File: config.mk
export PLATFORM = sky130hd
export DESIGN_NAME = vga_sync_gen
export DESIGN_NICKNAME = d
export VERILOG_FILES = /design/src/rtl/vga_timing_pkg.sv /design/src/rtl/vga_axis_counter.sv /design/src/rtl/vga_sync_gen.sv
export SDC_FILE = /design/constraint.sdc
export NUM_CORES = 1
export LEC_CHECK = 0
export ABC_CLOCK_PERIOD_IN_PS = 5100
export BUFFER_PORTS_ARGS = -buffer_cell sky130_fd_sc_hd__buf_2
export CORE_ASPECT_RATIO = 0.9
export CORE_MARGIN = 4
export CORE_UTILIZATION = 50
export CTS_CLUSTER_SIZE = 20
export DETAILED_ROUTE_END_ITERATION = 8
export PLACE_DENSITY = 0.85
export SLEW_MARGIN = 20
export SYNTH_ARGS = -nofsm -noshare
export SYNTH_HDL_FRONTEND = slang
export SYNTH_SLANG_ARGS = --single-unit
File: constraint.sdc
create_clock -name clk -period 5.1 [get_ports clk]
set_clock_uncertainty 0.15 [all_clocks]
set_input_delay 0.51 -clock clk [delete_from_list [all_inputs] [get_ports clk]]
set_output_delay 0.51 -clock clk [all_outputs]
set_load 0.005 [all_outputs]
File: src/rtl/vga_timing_pkg.sv
// Shared 640x480@60 Hz timing constants, derived sync windows and the per-axis phase type.
package vga_timing_pkg;

    localparam int COUNT_W   = 10;
    localparam int COUNT_MAX = 1 << COUNT_W;

    localparam int H_ACTIVE = 640;
    localparam int H_FRONT  = 16;
    localparam int H_SYNC   = 96;
    localparam int H_BACK   = 48;
    localparam int V_ACTIVE = 480;
    localparam int V_FRONT  = 10;
    localparam int V_SYNC   = 2;
    localparam int V_BACK   = 33;

    localparam int H_TOTAL      = H_ACTIVE + H_FRONT + H_SYNC + H_BACK;
    localparam int V_TOTAL      = V_ACTIVE + V_FRONT + V_SYNC + V_BACK;
    localparam int H_SYNC_START = H_ACTIVE + H_FRONT;
    localparam int H_SYNC_END   = H_SYNC_START + H_SYNC - 1;
    localparam int V_SYNC_START = V_ACTIVE + V_FRONT;
    localparam int V_SYNC_END   = V_SYNC_START + V_SYNC - 1;

    typedef enum logic [1:0] {
        PH_ACTIVE,
        PH_FRONT,
        PH_SYNC,
        PH_BACK
    } phase_e;

    // Final counter value of a phase that begins at 'start' and lasts 'len' counts.
    function automatic logic [COUNT_W-1:0] phase_last(input int start, input int len);
        return COUNT_W'(start + len - 1);
    endfunction

endpackage

File: src/rtl/vga_axis_counter.sv
// One scan axis: wrapping position counter plus its ACTIVE/FRONT/SYNC/BACK phase FSM.
module vga_axis_counter
    import vga_timing_pkg::*;
#(
    parameter int ACTIVE_LEN = H_ACTIVE,
    parameter int FRONT_LEN  = H_FRONT,
    parameter int SYNC_LEN   = H_SYNC,
    parameter int BACK_LEN   = H_BACK
) (
    input  logic               clk,
    input  logic               reset,
    input  logic               advance_i,
    output logic [COUNT_W-1:0] count_o,
    output logic [COUNT_W-1:0] count_next_o,
    output phase_e             phase_o,
    output phase_e             phase_next_o,
    output logic               wrap_o,
    output logic               sync_active_o
);

    localparam logic [COUNT_W-1:0] ACTIVE_END = phase_last(0, ACTIVE_LEN);
    localparam logic [COUNT_W-1:0] FRONT_END  = phase_last(ACTIVE_LEN, FRONT_LEN);
    localparam logic [COUNT_W-1:0] SYNC_END   = phase_last(ACTIVE_LEN + FRONT_LEN, SYNC_LEN);
    localparam logic [COUNT_W-1:0] LAST       = phase_last(ACTIVE_LEN + FRONT_LEN + SYNC_LEN, BACK_LEN);

    logic [COUNT_W-1:0] count_q, count_d;
    phase_e             phase_q, phase_d;
    logic               sync_active_q, sync_active_d;
    logic               wrap;

    always_comb begin
        // NOTE: defaults first, so every path assigns every signal and no latch is inferred.
        count_d = count_q;
        phase_d = phase_q;
        wrap    = advance_i && (count_q == LAST);

        if (advance_i) begin
            count_d = wrap ? '0 : count_q + COUNT_W'(1);
            case (phase_q)
                PH_ACTIVE: if (count_q == ACTIVE_END) phase_d = PH_FRONT;
                PH_FRONT:  if (count_q == FRONT_END)  phase_d = PH_SYNC;
                PH_SYNC:   if (count_q == SYNC_END)   phase_d = PH_BACK;
                PH_BACK:   if (count_q == LAST)       phase_d = PH_ACTIVE;
                default:   phase_d = PH_ACTIVE;
            endcase
        end

        // Flag is derived from the next phase so it lines up with the next count.
        sync_active_d = (phase_d == PH_SYNC);
    end

    // NOTE: sequential state uses non-blocking assignments so all flops update together.
    always_ff @(posedge clk) begin
        if (reset) begin
            count_q       <= '0;
            phase_q       <= PH_ACTIVE;
            sync_active_q <= 1'b0;
        end else begin
            count_q       <= count_d;
            phase_q       <= phase_d;
            sync_active_q <= sync_active_d;
        end
    end

    assign count_o       = count_q;
    assign count_next_o  = count_d;
    assign phase_o       = phase_q;
    assign phase_next_o  = phase_d;
    assign wrap_o        = wrap;
    assign sync_active_o = sync_active_q;

endmodule

File: src/rtl/vga_sync_gen.sv
// VGA 640x480@60 Hz scan/sync generator. Define VGA_CLK_DIV2_EN to run from a 50 MHz clk
// with an internal divide-by-two pixel enable; otherwise clk is the 25 MHz pixel clock.
module vga_sync_gen
    import vga_timing_pkg::*;
#(
    parameter int H_ACTIVE_LEN = H_ACTIVE,
    parameter int H_FRONT_LEN  = H_FRONT,
    parameter int H_SYNC_LEN   = H_SYNC,
    parameter int H_BACK_LEN   = H_BACK,
    parameter int V_ACTIVE_LEN = V_ACTIVE,
    parameter int V_FRONT_LEN  = V_FRONT,
    parameter int V_SYNC_LEN   = V_SYNC,
    parameter int V_BACK_LEN   = V_BACK
) (
    input  logic               clk,
    input  logic               reset,
    output logic [COUNT_W-1:0] x,
    output logic [COUNT_W-1:0] y,
    output logic               hsync_n,
    output logic               vsync_n,
    output logic               video_on,
    output logic               vga_blank_n,
    output logic               vga_sync_n,
    output logic               vga_clk,
    output logic               pix_tick,
    output logic               frame_start
);

    // Both frame dimensions must fit the 10-bit unsigned counters.
    if ((H_ACTIVE_LEN + H_FRONT_LEN + H_SYNC_LEN + H_BACK_LEN) > COUNT_MAX ||
        (V_ACTIVE_LEN + V_FRONT_LEN + V_SYNC_LEN + V_BACK_LEN) > COUNT_MAX ||
        H_TOTAL > COUNT_MAX || V_TOTAL > COUNT_MAX ||
        H_SYNC_START < H_ACTIVE || H_SYNC_END >= H_TOTAL ||
        V_SYNC_START < V_ACTIVE || V_SYNC_END >= V_TOTAL) begin : g_bad_timing
        $error("vga_sync_gen: timing does not fit %0d-bit counters", COUNT_W);
    end

    logic               advance;
    logic [COUNT_W-1:0] h_count, h_count_next, v_count, v_count_next;
    phase_e             h_phase, h_phase_next, v_phase, v_phase_next;
    logic               h_wrap, v_wrap, h_sync_active, v_sync_active;
    logic               video_on_q, video_on_d;
    logic               frame_start_q, frame_start_d;

`ifdef VGA_CLK_DIV2_EN
    logic pix_en_q;

    always_ff @(posedge clk) begin
        if (reset) pix_en_q <= 1'b0;
        else       pix_en_q <= ~pix_en_q;
    end

    assign advance  = pix_en_q;
    assign pix_tick = pix_en_q;
    // Rising edge of the DAC clock falls in the middle of each two-clk pixel.
    assign vga_clk  = pix_en_q;
`else
    logic tick_q;

    always_ff @(posedge clk) begin
        if (reset) tick_q <= 1'b0;
        else       tick_q <= 1'b1;
    end

    assign advance  = 1'b1;
    assign pix_tick = tick_q;
    assign vga_clk  = ~clk;
`endif

    vga_axis_counter #(
        .ACTIVE_LEN (H_ACTIVE_LEN),
        .FRONT_LEN  (H_FRONT_LEN),
        .SYNC_LEN   (H_SYNC_LEN),
        .BACK_LEN   (H_BACK_LEN)
    ) u_h_axis (
        .clk           (clk),
        .reset         (reset),
        .advance_i     (advance),
        .count_o       (h_count),
        .count_next_o  (h_count_next),
        .phase_o       (h_phase),
        .phase_next_o  (h_phase_next),
        .wrap_o        (h_wrap),
        .sync_active_o (h_sync_active)
    );

    vga_axis_counter #(
        .ACTIVE_LEN (V_ACTIVE_LEN),
        .FRONT_LEN  (V_FRONT_LEN),
        .SYNC_LEN   (V_SYNC_LEN),
        .BACK_LEN   (V_BACK_LEN)
    ) u_v_axis (
        .clk           (clk),
        .reset         (reset),
        .advance_i     (h_wrap),
        .count_o       (v_count),
        .count_next_o  (v_count_next),
        .phase_o       (v_phase),
        .phase_next_o  (v_phase_next),
        .wrap_o        (v_wrap),
        .sync_active_o (v_sync_active)
    );

    always_comb begin
        video_on_d    = (h_phase_next == PH_ACTIVE) && (v_phase_next == PH_ACTIVE);
        frame_start_d = (h_count_next == '0) && (v_count_next == '0);
    end

    always_ff @(posedge clk) begin
        if (reset) begin
            video_on_q    <= 1'b1;
            frame_start_q <= 1'b1;
        end else begin
            video_on_q    <= video_on_d;
            frame_start_q <= frame_start_d;
        end
    end

    logic unused_axis;
    assign unused_axis = ^{h_phase, v_phase, v_wrap};

    assign x           = h_count;
    assign y           = v_count;
    assign hsync_n     = ~h_sync_active;
    assign vsync_n     = ~v_sync_active;
    assign video_on    = video_on_q;
    assign vga_blank_n = video_on_q;
    assign vga_sync_n  = 1'b0;
    assign frame_start = frame_start_q;

endmodule

==> reports/results.ini, run 1 <==
[global_route]
grt_first_pass_wirelength_microns=6590
grtUsageTotal=0.184
grt-ovfl-total=0
antenna_found_initial=0
grt_pass1_vias=1431
grt_max_degree=28

[synthesis]
syn_inst=206
synth-edff-count=0
synth_fa_ha_area_frac=0.0299
synth_cell_types=53
synth_top_family_by_area=simple AND/OR/NAND/NOR gates
synth_xor_area_frac=0.0523
synth_nets=212
synthSimpleGateAreaFrac=0.298
muxShareOfSynthArea=0.00672
synth-seq-cells=29
syn_area_per_cell_sq_um=8.13
yosys.area.top_type=dfxtp_1
synthArstFlopShare=0
yosysSeqAreaShare=0.347
synthTopCellsByArea=dfxtp_1 (35%), nor2_1 (6.7%), nand2_1 (3.6%)
synth_top_area_frac=0.347
synth_area_sq_um=1680
yosys_warnings=0
synth_top_flop_cell=dfxtp_1
synth-compound-area-share=0.202

[routing]
drt_first_iter_violations=85
drc_errors=0
viasPerCell=5.78
wirelength_microns=3730
wl_per_cell_microns=13.9
firstDrtPassIters=4
vias=1548
final_antenna_net_count=0

[sta]
fin_setup_tns_ns=0
finalSetupViolCount=0
slew-limit-headroom=0.579
rsz0062_at_grt=no
hold_violations=0
worstMarginPinSlew_ns=0.631
drv_slew=0

[floorplan]
initial_utilization=0.534
io_pins=30
die_w_microns=69.0
die-area_sq_um=4340
coreArea_sq_um=3140
num_rows=19
die_h_microns=62.9

[clocking]
cts_buffer_depth=2
hold_buffers=0
clk_latency_ns=0.28
cts-root-buf=clkbuf_8
cts_tree=yes
ctsResizeCount=0
numCtsBuffers=5
clk_pin_slew_ns=0.06
post_cts_buffers=0
htreeDepth=2

[flow_run]
maxCapViolations=0

[layout]
area_delta_synth_final_pct=11.7
multiInputGateArea_sq_um=991
num_antenna_cells=0
nNetsFinal=231
drive_gt1_frac=0.190
fillerInstances=311
instances_no_fill=268
final_util=0.596
ff_latch_area_sq_um=581

[critical_path]
end_kind=output port
crit_fanout=8
start_kind=clock port
cpMostUsedCell=clkbuf_8
cp_cell_sequence=clkbuf_8 > clkbuf_8 > inv_1 > buf_2
cp_slowest_cell=clkbuf_8
cpPeakStageDelay_ns=0.15
required_ns=4.44
crit_type=clock port to output port
cp.arrival_ns=2.98

[pwr]
powerDensity_nw_per_um2=233
ir_drop_v=0.000187
leakage_uw=0.000716

[place]
io_buffer_count=28
place_congestion=0.871
post-place-cells=260
post-dp-hpwl_microns=2610

[hold_path]
hp-class=flip-flop to flip-flop

[run_status]
status=completed

[where the power goes]
part           internal [uW]  leakage (uW)  switching (uW)
combinational           4.78      0.000429            6.60
clock                   99.8     0.0000519            92.6
sequential               229      0.000235            2.30
[cells by family after synthesis]
kind of cell               after synthesis
and+or+nand+nor                         93
xor gates and xnor gates                10
adders and majority gates                4
buffers and inverters                   23
AOI/OAI and AO/OA                       45
other                                    1
muxes                                    1
DFF                                     29
[per-layer routing]
metal  part of all wire  track usage  wire length [microns]  vias to the layer above
met5                  0            0                      0                        -
met4              0.014       0.0610                     51                        0
met3              0.061       0.0643                    228                        7
met2               0.46        0.299                   1710                       38
met1               0.47        0.227                   1750                      729
li1                   -            -                      -                      774
[sequential cells by signal (all words and copies together), names as in the netlist]
name                    flops
u_h_axis.sync_active_o      1
pix_tick                    1
u_v_axis.sync_active_o      1
u_h_axis.phase_o            2
frame_start                 1
u_v_axis.phase_o            2
u_v_axis.count_o           10
u_h_axis.count_o           10
vga_blank_n                 1
[synthesized netlist by cell type (2+ instances only)]
cell	count
nand3_1	9
nand2b_1	2
buf_4	2
or3_1	2
xnor2_1	4
a21oi_1	11
xor2_1	6
nor2_1	30
o21ai_0	3
and2_1	2
buf_2	8
nand2_1	16
o221ai_1	2
a41o_1	2
inv_1	7
a22oi_1	5
and3_1	5
o2bb2ai_1	2
a31oi_1	3
ha_1	4
dfxtp_1	29
and4_1	2
clkbuf_1	5
nor2b_1	2
nor3_1	11
o21ai_1	5
[worst max-delay path: cells and delay by family]
family	cells	cell delay, ns
buffers and inverters	4	0.44
[per-stage QoR]
stage | hold slack, ns | total power (uW) | setup WS [ns] | area (sq um)
2_1_floorplan | 0.331 | 249 | 1.85 | 1680
3_3_place_gp | 0.313 | 259 | 1.77 | 1790
3_5_place_dp | 0.334 | 259 | 1.77 | 1790
4_1_cts | 0.345 | 441 | 1.45 | 1870
5_1_grt | 0.373 | 453 | 1.43 | 1870
6_report | 0.346 | 436 | 1.46 | 1870
[final timing paths]
| path | slack [ns] | depth (start not counted) | start | endpoint |
|---|---|---|---|---|
| hold reg to reg | 0.35 | 1 | u_h_axis.count_o[0]$_SDFF_PP0_ | u_h_axis.count_o[0]$_SDFF_PP0_ |
| setup / recovery | 1.46 | 4 | clk | vga_clk |
| hold / removal | 0.35 | 1 | u_h_axis.count_o[0]$_SDFF_PP0_ | u_h_axis.count_o[0]$_SDFF_PP0_ |
| setup reg to reg | 2.40 | 7 | u_h_axis.count_o[0]$_SDFF_PP0_ | frame_start$_SDFF_PP1_ |
[area by class of cell]
type                       count  share of cell area
clock inverter                 3             0.00668
inverter                       6              0.0120
multi-input combinational    154               0.529
clock buffer                   7              0.0414
timing repair buffer          27              0.0722
sequential                    29               0.310
tap                           42              0.0281
[layout by cell type (no fill, tap or decap), types with 3 or more instances in the layout]
cell type and count:
xor2_1 6, ha_1 4, o21ai_0 3, nor3_1 11, clkbuf_8 5, nand2_1 16, nor2_1 30, a22oi_1 5
inv_1 7, nand3_1 9, and3_1 5, a21oi_1 11, xnor2_1 4, o21ai_1 5, dfxtp_1 29, a31oi_1 3
buf_2 28
(Power assumes the default switching activity.)
==> inputs of run 2 (changes only) <==
Settings changed: ABC_CLOCK_PERIOD_IN_PS 5100 to 3800.
Clock period 5.1 ns to 3.8 ns, I/O delays scaled along.
==> run 2 against run 1 <==
Net effect:
- core utilization rose by 0.32 points
- setup slack got worse by 0.53 ns
- flip-flop and latch count did not move
- sequential power rose by 34%
- final cell count did not move
- count of clock-buffer cells in the layout rose by 1
- die area did not move
- critical endpoint unchanged
==> reports/results.ini, run 2 (same netlist as run 1, synthesis figures left out) <==
[routing]
drt_first_iter_violations=92
viasPerCell=5.84
wl_per_cell_microns=14.1
vias=1565
drc_errors=0
wirelength_microns=3790
firstDrtPassIters=4
final_antenna_net_count=0

[sta]
fin_setup_tns_ns=0
rsz0062_at_grt=no
hold_violations=0
drv_slew=0
slew-limit-headroom=0.576
finalSetupViolCount=0
worstMarginPinSlew_ns=0.636

[critical_path]
cpPeakStageDelay_ns=0.15
cp_slowest_cell=clkbuf_8
cp_cell_sequence=clkbuf_8 > clkbuf_8 > inv_1 > buf_2
path_buf_inv=4
crit_fanout=9
cp.arrival_ns=2.33
cpMostUsedCell=clkbuf_8
required_ns=3.27
start_kind=clock port
cpLargestDelayFamily=buffers and inverters
crit_type=clock port to output port
r2r_setup_slack_ns=1.12
end_kind=output port

[layout]
final_common_cell=nor2_1
nNetsFinal=231
multiInputGateArea_sq_um=991
num_antenna_cells=0
final_area_sq_um=1880
most-common-layout-cells=nor2_1 (30), dfxtp_1 (29), buf_2 (28), nand2_1 (16)
area_delta_synth_final_pct=12.3
ff_latch_area_sq_um=581
fillerInstances=302
drive_gt1_frac=0.195
final_util=0.600

[floorplan]
die_h_microns=62.9
coreArea_sq_um=3140
die_w_microns=69.0
die-area_sq_um=4340
initial_utilization=0.534
io_pins=30
num_rows=19

[clocking]
post_cts_buffers=0
cts-root-buf=clkbuf_8
cts_buffer_depth=2
ctsResizeCount=0
hold_buffers=0
cts_tree=yes
clk_pin_slew_ns=0.06
clk_latency_ns=0.29
htreeDepth=2
numCtsBuffers=5

[global_route]
gr-usage-met1=0.222
grt-ovfl-total=0
grt_first_pass_wirelength_microns=6670
grtUsageTotal=0.187
antenna_found_initial=0
grt_max_degree=28
met3_usage=0.0579
grt_pass1_vias=1511
top_usage_layer=met2
use_met2=0.308

[hold_path]
hp-class=primary input to flip-flop

[pwr]
p_comb_frac=0.025
power_frac_clock=0.464
internal_power_uw=468
p_switching_uw=139
leakage_uw=0.000722
ir_drop_v=0.000245
powerDensity_nw_per_um2=323
seqPwrFrac=0.512
swShare=0.229

[run_status]
status=completed

[place]
placed_area_sq_um=1790
post-dp-hpwl_microns=2620
place_congestion=0.871
io_buffer_count=28

[flow_run]
maxCapViolations=0

-- run 2: routing by layer --
| layer | share of wire | wire [microns] |
|---|---|---|
| met3 | 0.060 | 227 |
| met4 | 0.018 | 70 |
| met2 | 0.47 | 1780 |
| met5 | 0 | 0 |
| met1 | 0.45 | 1710 |
-- run 2: area by class of cell --
type                            count  share of cell area
Clock buffer                        8              0.0485
Clock inverter                      2             0.00465
Inverter                            6              0.0120
Multi-Input combinational cell    154               0.527
Sequential cell                    29               0.309
Tap cell                           42              0.0279
Timing Repair Buffer               27              0.0718
-- run 2: worst paths after layout --
path                                         end  depth (start not counted)                      startpoint
hold reg to reg   u_h_axis.count_o[0]$_SDFF_PP0_                          1  u_h_axis.count_o[0]$_SDFF_PP0_
setup / recovery                         vga_clk                          4                             clk
hold / removal                  pix_tick$_DFF_P_                          2                           reset
setup reg to reg          frame_start$_SDFF_PP1_                          7  u_h_axis.count_o[0]$_SDFF_PP0_
-- run 2: per-stage QoR --
| stage | hold slack, ns | power, uW | instances | setup slack [ns] |
|---|---|---|---|---|
| 2_1_floorplan | 0.257 | 334 | 206 | 1.33 |
| 3_3_place_gp | 0.314 | 347 | 260 | 1.25 |
| 3_5_place_dp | 0.330 | 347 | 260 | 1.12 |
| 4_1_cts | 0.320 | 617 | 268 | 0.923 |
| 5_1_grt | 0.342 | 634 | 268 | 0.888 |
| 6_report | 0.334 | 608 | 268 | 0.936 |
-- run 2: power groups by stage --
| stage | logic, uW | registers (uW) | clock network [uW] |
|---|---|---|---|
| 2_1_floorplan | 10.1 | 318 | 6.02 |
| 3_3_place_gp | 15.4 | 317 | 14.7 |
| 3_5_place_dp | 15.0 | 318 | 14.7 |
| 4_1_cts | 15.2 | 311 | 291 |
| 5_1_grt | 16.7 | 311 | 306 |
| 6_report | 15.0 | 311 | 282 |
